==> config.mk <==
export PLATFORM = sky130hd
export DESIGN_NAME = fpga_config_loader
export DESIGN_NICKNAME = d
export VERILOG_FILES = /design/src/rtl/fpga_config_loader.sv
export SDC_FILE = /design/constraint.sdc
export NUM_CORES = 1
export LEC_CHECK = 0
export BUFFER_PORTS_ARGS = -buffer_cell sky130_fd_sc_hd__buf_2
export CORE_ASPECT_RATIO = 1.75
export CORE_MARGIN = 4
export CORE_UTILIZATION = 45
export DETAILED_ROUTE_END_ITERATION = 16
export HOLD_SLACK_MARGIN = 0.15
export SLEW_MARGIN = 20
export SYNTH_ARGS = -nofsm -noshare
export SYNTH_HDL_FRONTEND = slang
export SYNTH_SLANG_ARGS = --single-unit
==> constraint.sdc <==
create_clock -name clock_i -period 4.4 [get_ports clock_i]
set_clock_uncertainty 0.1 [all_clocks]
set_input_delay 0.22 -clock clock_i [delete_from_list [all_inputs] [get_ports clock_i]]
set_output_delay 0.22 -clock clock_i [all_outputs]
set_load 0.01 [all_outputs]
==> src/rtl/fpga_config_loader.sv <==
// -----------------------------------------------------------------------------
// fpga_config_loader
//
// Receives a stream of 32-bit configuration words and builds one configuration
// frame from it. A frame is SYNC_WORD, then 16 data words, then a checksum word
// equal to the XOR of the 16 data words. The data words are collected in a
// shadow buffer. On a good checksum the buffer is copied in a single edge to
// the LUT and switch-box outputs, and the fabric is enabled. On a bad checksum
// the committed outputs stay as they were and the error flag is raised.
//
// Ports
//   clock_i       single clock, rising-edge
//   reset_i       synchronous, active-high reset
//   word_in_i     configuration word from the bitstream source
//   word_valid_i  word_in_i is valid this cycle
//   word_ready_o  always high: the loader never stalls a transfer
//   lut_mem_o     8 LUTs x 33 bits; bit 33k+32 is LUT k's register select
//   sb_cfg_o      7 switch boxes x 32 bits
//   cfg_done_o    a valid configuration is committed, fabric enabled
//   cfg_error_o   the last frame failed its checksum
//   word_count_o  data words accepted in the current frame (0..16)
// -----------------------------------------------------------------------------
module fpga_config_loader #(
  parameter logic [31:0] SYNC_WORD = 32'hAA995566
) (
  input  logic         clock_i,
  input  logic         reset_i,
  input  logic [31:0]  word_in_i,
  input  logic         word_valid_i,
  output logic         word_ready_o,
  output logic [263:0] lut_mem_o,
  output logic [223:0] sb_cfg_o,
  output logic         cfg_done_o,
  output logic         cfg_error_o,
  output logic [4:0]   word_count_o
);

  localparam int unsigned NUM_WORDS = 16;
  localparam int unsigned NUM_LUTS  = 8;
  localparam int unsigned NUM_SBS   = 7;
  localparam int unsigned LUT_W     = 33;
  localparam int unsigned SB_W      = 32;

  localparam logic [2:0] S_HUNT  = 3'd0;
  localparam logic [2:0] S_LOAD  = 3'd1;
  localparam logic [2:0] S_CHECK = 3'd2;
  localparam logic [2:0] S_DONE  = 3'd3;
  localparam logic [2:0] S_ERROR = 3'd4;

  localparam logic [4:0] LAST_IDX = 5'(NUM_WORDS - 1);

  logic [2:0]   state_q, state_d;
  logic [4:0]   count_q, count_d;
  logic [31:0]  csum_q, csum_d;
  logic [263:0] lut_q, lut_d;
  logic [223:0] sb_q, sb_d;
  logic         done_q, done_d;
  logic         error_q, error_d;

  logic [31:0]  shadow_q [NUM_WORDS];

  logic [263:0] lut_commit;
  logic [223:0] sb_commit;
  logic         xfer;
  logic         is_sync;
  logic         shadow_we;

  // The loader never back-pressures, so every valid word is a transfer.
  assign word_ready_o = 1'b1;
  assign xfer         = word_valid_i;
  assign is_sync      = (word_in_i == SYNC_WORD);
  assign shadow_we    = xfer && (state_q == S_LOAD);

  // Mapping from the shadow buffer to the committed fabric image. Word 15
  // carries the eight register-select bits in its top byte, MSB for LUT 0.
  // Its low 24 bits have no destination.
  always_comb begin
    lut_commit = '0;
    sb_commit  = '0;
    for (int k = 0; k < NUM_LUTS; k++) begin
      lut_commit[LUT_W*k +: 32]  = shadow_q[k];
      lut_commit[LUT_W*k + 32]   = shadow_q[NUM_WORDS-1][31-k];
    end
    for (int j = 0; j < NUM_SBS; j++) begin
      sb_commit[SB_W*j +: SB_W]  = shadow_q[NUM_LUTS + j];
    end
  end

  // NOTE: every signal assigned here gets its hold value first, so no path
  // through the case statement can leave one unassigned and infer a latch.
  always_comb begin
    state_d = state_q;
    count_d = count_q;
    csum_d  = csum_q;
    lut_d   = lut_q;
    sb_d    = sb_q;
    done_d  = done_q;
    error_d = error_q;

    case (state_q)
      // HUNT, DONE and ERROR all look for the opening sync word. Leaving DONE
      // disables the fabric, but the old image is held until a good commit.
      // The error flag is only ever cleared by a good commit.
      S_HUNT, S_DONE, S_ERROR: begin
        if (xfer && is_sync) begin
          state_d = S_LOAD;
          count_d = '0;
          csum_d  = '0;
          done_d  = 1'b0;
        end
      end

      // Inside a frame the sync pattern is plain data. The checksum is kept
      // as a running XOR so the compare in CHECK needs no 16-input XOR tree.
      S_LOAD: begin
        if (xfer) begin
          count_d = count_q + 5'd1;
          csum_d  = csum_q ^ word_in_i;
          if (count_q == LAST_IDX) begin
            state_d = S_CHECK;
          end
        end
      end

      S_CHECK: begin
        if (xfer) begin
          count_d = '0;
          if (word_in_i == csum_q) begin
            lut_d   = lut_commit;
            sb_d    = sb_commit;
            done_d  = 1'b1;
            error_d = 1'b0;
            state_d = S_DONE;
          end else begin
            done_d  = 1'b0;
            error_d = 1'b1;
            state_d = S_ERROR;
          end
        end
      end

      default: begin
        state_d = S_HUNT;
        count_d = '0;
      end
    endcase
  end

  // NOTE: sequential state uses non-blocking assignments only, so every
  // register samples the values from before the edge, whatever the block order.
  always_ff @(posedge clock_i) begin
    if (reset_i) begin
      state_q <= S_HUNT;
      count_q <= '0;
      csum_q  <= '0;
      lut_q   <= '0;
      sb_q    <= '0;
      done_q  <= 1'b0;
      error_q <= 1'b0;
    end else begin
      state_q <= state_d;
      count_q <= count_d;
      csum_q  <= csum_d;
      lut_q   <= lut_d;
      sb_q    <= sb_d;
      done_q  <= done_d;
      error_q <= error_d;
    end
  end

  // NOTE: the shadow buffer has no reset. Every entry is written before a
  // commit can read it, and a reset abandons the frame, so the contents do not
  // matter. Leaving reset off lets this map onto plain RAM or LUT storage.
  always_ff @(posedge clock_i) begin
    if (shadow_we) begin
      shadow_q[count_q[3:0]] <= word_in_i;
    end
  end

  assign lut_mem_o    = lut_q;
  assign sb_cfg_o     = sb_q;
  assign cfg_done_o   = done_q;
  assign cfg_error_o  = error_q;
  assign word_count_o = count_q;

endmodule

==> Word-level counts from Yosys, hierarchy flattened <==
Memories as Yosys holds them, arrays and structs flattened. A register that Yosys moved wholly into a read port is not among the register bits.
Cells that the tools add are included.
{ "classes": {"reduce_logical": 12, "mux": 20, "n_eq_ne": 11, "n_addsub": 1, "bitwise_logic": 1} }
{ "op_table": {"columns": ["op", "n"], "rows": [
  ["two-way mux 32 bit", 2],
  ["one-hot mux 32 bit (2 select lines)", 1],
  ["== test 32 bit", 1],
  ["== test 32 bit, second input constant", 1],
  ["XOR 32 bit", 1],
  ["two-way mux 3 bit", 5],
  ["two-way mux 5 bit", 3],
  ["one-hot mux 5 bit (3 select lines)", 1],
  ["AND reduction 3 bit", 4],
  ["one-hot mux 3 bit (3 select lines)", 1],
  ["== test 3 x 2 -> 1 bit, second input constant", 2],
  ["two-way mux 1 bit", 6],
  ["!= test 2 bit, second input constant", 3],
  ["adder 5 x 1 -> 5 bit, second input constant", 1],
  ["== test 5 x 4 -> 1 bit, second input constant", 1],
  ["AND reduction 4 bit", 1],
  ["nonzero test 2 bit", 2],
  ["== test 3 x 1 -> 1 bit, second input constant", 1],
  ["== test 3 bit, second input constant", 1],
  ["logical NOT 3 bit", 1],
  ["OR reduction 3 bit", 1],
  ["logical AND 1 bit", 2],
  ["!= test 2 x 1 -> 1 bit, second input constant", 1],
  ["one-hot mux 1 bit (2 select lines)", 1],
  ["AND reduction 2 bit", 1]
]} }
{ "word_totals": {"word_cells": 51, "out_inout_bits": 496, "ramBits": 512, "mem_count": 1, "in_bits": 35, "regBits": 42} }
{ "memory_table": {"columns": ["name", "depth", "width", "read_ports", "rd_clocked_by_memory_dff", "wr", "line_no", "text"], "rows": [
  ["shadow_q", 16, 32, 16, 16, 1, "60", "logic [31:0] shadow_q [NUM_WORDS];"]
]} }

==> Depth between registers and ports, before layout <==
{ "depth": {"word_depth": 4, "mapped_depth": 10, "depth_no_buf": 7} }

==> Worst setup path before layout <==
OpenSTA, ideal clock, no wires.
{ "synth_path": {"path_type": "register -> register", "start": "register state_q[0]", "end": "memory shadow_q[2][0] (enable)", "path_slack_ps": 355, "n_path_buf": 2, "setup_time_ps": 461, "arrival_ps": 3484, "path_stages_with_launch": 6, "period_less_slack_ps": 4045, "required_time_ps": 3839, "cell_sequence": "dfxtp_1 clkbuf_1 and4bb_2 buf_1 nand2_1 nor3_1"} }
{ "synth_via": {"elab_chain_cells": 4} }
{ "synth_rtl": {"columns": ["element", "line_no", "text"], "rows": [
  ["start, declared", "52", "logic [2:0] state_q, state_d;"],
  ["start signal, assigned", "161", "state_q <= state_d;"],
  ["== test 3 x 1 -> 1 bit", "72", "assign shadow_we = xfer && (state_q == S_LOAD);"],
  ["logical AND 1 bit", "72", null],
  ["two-way mux 1 bit", "175", "if (shadow_we) begin"],
  ["two-way mux 1 bit (not written as such)", "176", "shadow_q[count_q[3:0]] <= word_in_i;"],
  ["end, declared", "60", null]
]} }
Every way passes these cells.

==> Worst setup path after layout <==
{ "layout_path": {"start": "register csum_q[23]", "end": "register lut_q[5] (netlist: lut_mem_o[5]), read port of shadow_q"} }
{ "layout_via": {"elab_chain_cells": 2} }
{ "layout_rtl": {"columns": ["element", "line_no", "text"], "rows": [
  ["start, declared", "54", "logic [31:0] csum_q, csum_d;"],
  ["start signal, assigned", "163", "csum_q <= csum_d;"],
  ["== test 32 bit", "128", "if (word_in_i == csum_q) begin"],
  ["AND reduction 3 bit (no source line)", null, null],
  ["end, declared", "55", "logic [263:0] lut_q, lut_d;"]
]} }
Every way passes these cells.
A chain may end at the register's enable or synchronous reset.

==> summary.txt <==
Route
  • DRC viols: 0
  • DRT Pass-1 Iters: 6
  • Total wire length: 115000 um
  • Vias: 24000
  • DR iter-0 viols: 1659
  • Routed vias/inst: 5.08
  • Routed WL per cell: 24.4 um
  • Post-route ant nets: 0

STA
  • Setup violators final: 0
  • Period utilisation layout: between 70% and 80%
  • Setup_tns: 0 ps
  • Max-Slew Margin vs Limit: between 20% and 30%
  • Min cycle time layout: 3490 ps
  • Worst-margin pin slew: 1060 ps
  • PnR worst setup slack: between 900 and 1000 ps
  • Final Hold Viols: 0
  • Fmax: 0.286 GHz
  • RSZ-0062 raised after global routing: false
  • Fin. max-slew vios: 0

Placement
  • Setup WS pre-CTS: 1280 ps
  • Port buffer count: 529
  • Post-DP HPWL: 71200 um
  • Final GP Congestion: 0.838

CTS
  • Clock Root Buffer: clkbuf_16
  • Skew-Pair Late Insertion Delay: 680 ps
  • Post-CTS Setup Inserts: 0
  • Num CTS Buffers: between 90 and 100
  • Reg clk slew, reported paths: 70 ps
  • CTS tree: yes
  • Post-cts sizing count: 0
  • Htree depth: 3
  • CTS max path bufs: 3
  • CTS Sinks: 1018

Final layout
  • Fillers: 7366
  • Multi-input logic area: 12900 um2
  • Nets: 3528
  • Area Growth Syn to Fin: 18.8%
  • Reg area: around 25000 um2
  • Layout cell share with drive strength beyond 1: 22.1%

Worst setup path
  • Worst R2R Path Depth: 7
  • Critical path launch point: csum_q[23]
  • Critical Path RT: 4890 ps
  • Critical path capture point type: register
  • Critical path endpoint: lut_mem_o[5]
  • Reg-to-Reg Start: csum_q[23]
  • Critical Path AT: 3980 ps
  • Critical Path Start Type: register
  • R2r setup slk: 910 ps
  • R2R Path End: lut_mem_o[5]
  • Crit path kind: reg -> reg
  • Maximum fanout along the worst path: 88

Logic synthesis
  • Cells after Synth: 2946
  • Seq/Total Area, Yosys: ~65%
  • Mapped Area: 39100 um2
  • Number of enable flip-flop cells after synthesis: 488
  • Async set-reset flop share out of synthesis: 0%
  • Syn avg cell area: about 13 um2
  • Cell variety after synth: 51
  • Top_reg_cell synth: dfxtp_1
  • Synth warn: 0
  • Flops & latches, synth: 1018
  • Syn nets: between 2000 and 3000

Die
  • DIE AREA: 91800 um2
  • # IOs: 531
  • Row count: 142
  • Die H: 398 um
  • Area of the core: 86000 um2
  • Initial Util: 45.5%
  • Die Wd: 231 um

Global route
  • First-pass GRT wire length: 166000 um
  • Largest net degree at the start of global routing: 313
  • Vias in the first global route: 24200
  • Initial antenna violation count: 10
  • Gr ovfl total: 0
  • GRT Resource Usage Total: around a quarter

Power
  • Clock Power Share: ~44%
  • Power Density: 404 nW/um2
  • Power share of the combinational group: 3.4%
  • Overall power: between 15 and 20 mW
  • Sw Share: 21.3%
  • P_leak: 16.8 nW
  • Maximum VDD drop: 0.000456 V
  • Switching power: 3.99 mW
  • Cell Int Power: 14.8 mW
  • Sequential power share: 52.8%

Status
  • Outcome: complete, no violations

Worst hold path
  • Hold crit path type: in -> reg
  • Min-delay src: word_in_i[7]

Flow run
  • Max-cap viol count: 0
[final cells by class]
cell class	instances	area share (%)
inverter	3	0.0243
timing repair buffer	634	7.98
sequential	1018	54.4
clock buffer	135	5.83
multi-input combinational	1740	27.8
antenna	4	0.0216
clock inverter	36	0.792
tap	1152	3.11
[repair_timing]
action / in CTS / in global routing
hold buffers: 37 / 0
setup endpoints to repair: 0 / 0
endpoints found under the hold margin: 480 / 0
[flip-flops by register name (all words and copies together) (netlist names)]
signal and count:
csum_q 32, cfg_error_o 1, state_q 3, word_count_o 5, cfg_done_o 1, lut_mem_o 264, shadow_q 488, sb_cfg_o 224
[routing by layer]
| layer | up-vias | routed length (um) | GRT usage, % |
|---|---|---|---|
| met3 | 188 | 7440 | 4.99 |
| met1 | 11900 | 46200 | 30.5 |
| li1 | 11100 | - | - |
| met2 | 805 | 57400 | 42.1 |
| met5 | - | 27 | 0 |
| met4 | 4 | 4150 | 9.62 |
[cells by family after synthesis]
family / count (synthesis) / share of synthesized area, %
multiplexers: 513 / 13.1
AND/OR/NAND/NOR: 1123 / 17.5
AO/OA/AOI/OAI: 66 / 1.20
flip-flops: 1018 / 64.6
XOR/XNOR: 32 / 0.717
buffers and inverters: 188 / 2.63
adder cells (fa/ha/maj): 5 / 0.160
other: 1 / 0.00959
[critical path: stages, from the launching register on]
cell	delay, ps
dfxtp_1	330
xnor2_1	340
nand4_1	120
dlygate4sd3_1	600
nor4_2	420
and3b_4	600
buf_12	530
mux2i_1	280
[power groups by stage]
stage	Sequential [mW]	Clock, mW	Combinational, mW
6_report	9.90	8.21	0.646
5_1_grt	9.90	8.74	0.681
3_5_place_dp	10.1	0	0.630
4_1_cts	9.90	8.40	0.657
2_1_floorplan	10.1	0	0.292
3_3_place_gp	10.1	0	0.622
[per-stage QoR]
| stage | area [um2] | instances | utilization (%) | hold WS [ps] |
|---|---|---|---|---|
| finish | 46400 | 4722 | 54.0 | 198 |
| global route | 46400 | 4718 | 54.0 | 174 |
| CTS | 46400 | 4718 | 54.0 | 156 |
| detailed placement | 43000 | 4510 | 50.0 | 357 |
| global placement | 42900 | 4507 | 49.9 | 356 |
| floorplan | 39100 | 2946 | - | 219 |
[worst min path at each step]
| stage | to | slack [ps] | depth (start not counted) |
|---|---|---|---|
| floorplan | shadow_q[0][0] | 220 | 0 |
| global placement | sb_cfg_o[140] | 360 | 2 |
| detailed placement | lut_mem_o[155] | 360 | 2 |
| CTS | shadow_q[6][7] | 160 | 2 |
| global route | shadow_q[6][7] | 170 | 2 |
| finish | shadow_q[6][7] | 200 | 2 |
[Yosys cell counts (all sizes together) (2+ instances only)]
cell type,n,area share [%]
nor3,7,0.090
nand2b,982,16
o32ai,2,0.045
inv,3,0.029
clkbuf,122,1.2
dfxtp,530,27
nand4,12,0.19
and4,2,0.045
or4,2,0.048
nor4b,4,0.090
nand3b,2,0.038
nor4,2,0.064
ha,5,0.16
xnor2,32,0.72
buf,63,1.4
or2,2,0.032
and4b,2,0.051
nand3,2,0.026
a31oi,3,0.048
nor2,45,0.43
o21ai,5,0.064
mux2i,513,13
a21oi,41,0.72
edfxtp,488,37
nand2,51,0.51
a311oi,7,0.16
[cell usage in the layout (no fill, tap or decap), types with 6 or more instances in the layout]
master	n
dfxtp_1	530
nand4_1	12
nor2_1	31
xnor2_1	32
clkinv_2	16
buf_2	528
clkbuf_1	22
buf_12	10
nand2_1	50
edfxtp_1	488
nor2_4	12
bufinv_16	6
clkbuf_8	18
dlygate4sd3_1	37
buf_4	56
a21oi_1	21
a21oi_2	20
a311oi_1	7
mux2i_1	513
clkbuf_16	95
nand2b_1	982
No activity file was read; power rests on OpenSTA's default activity.
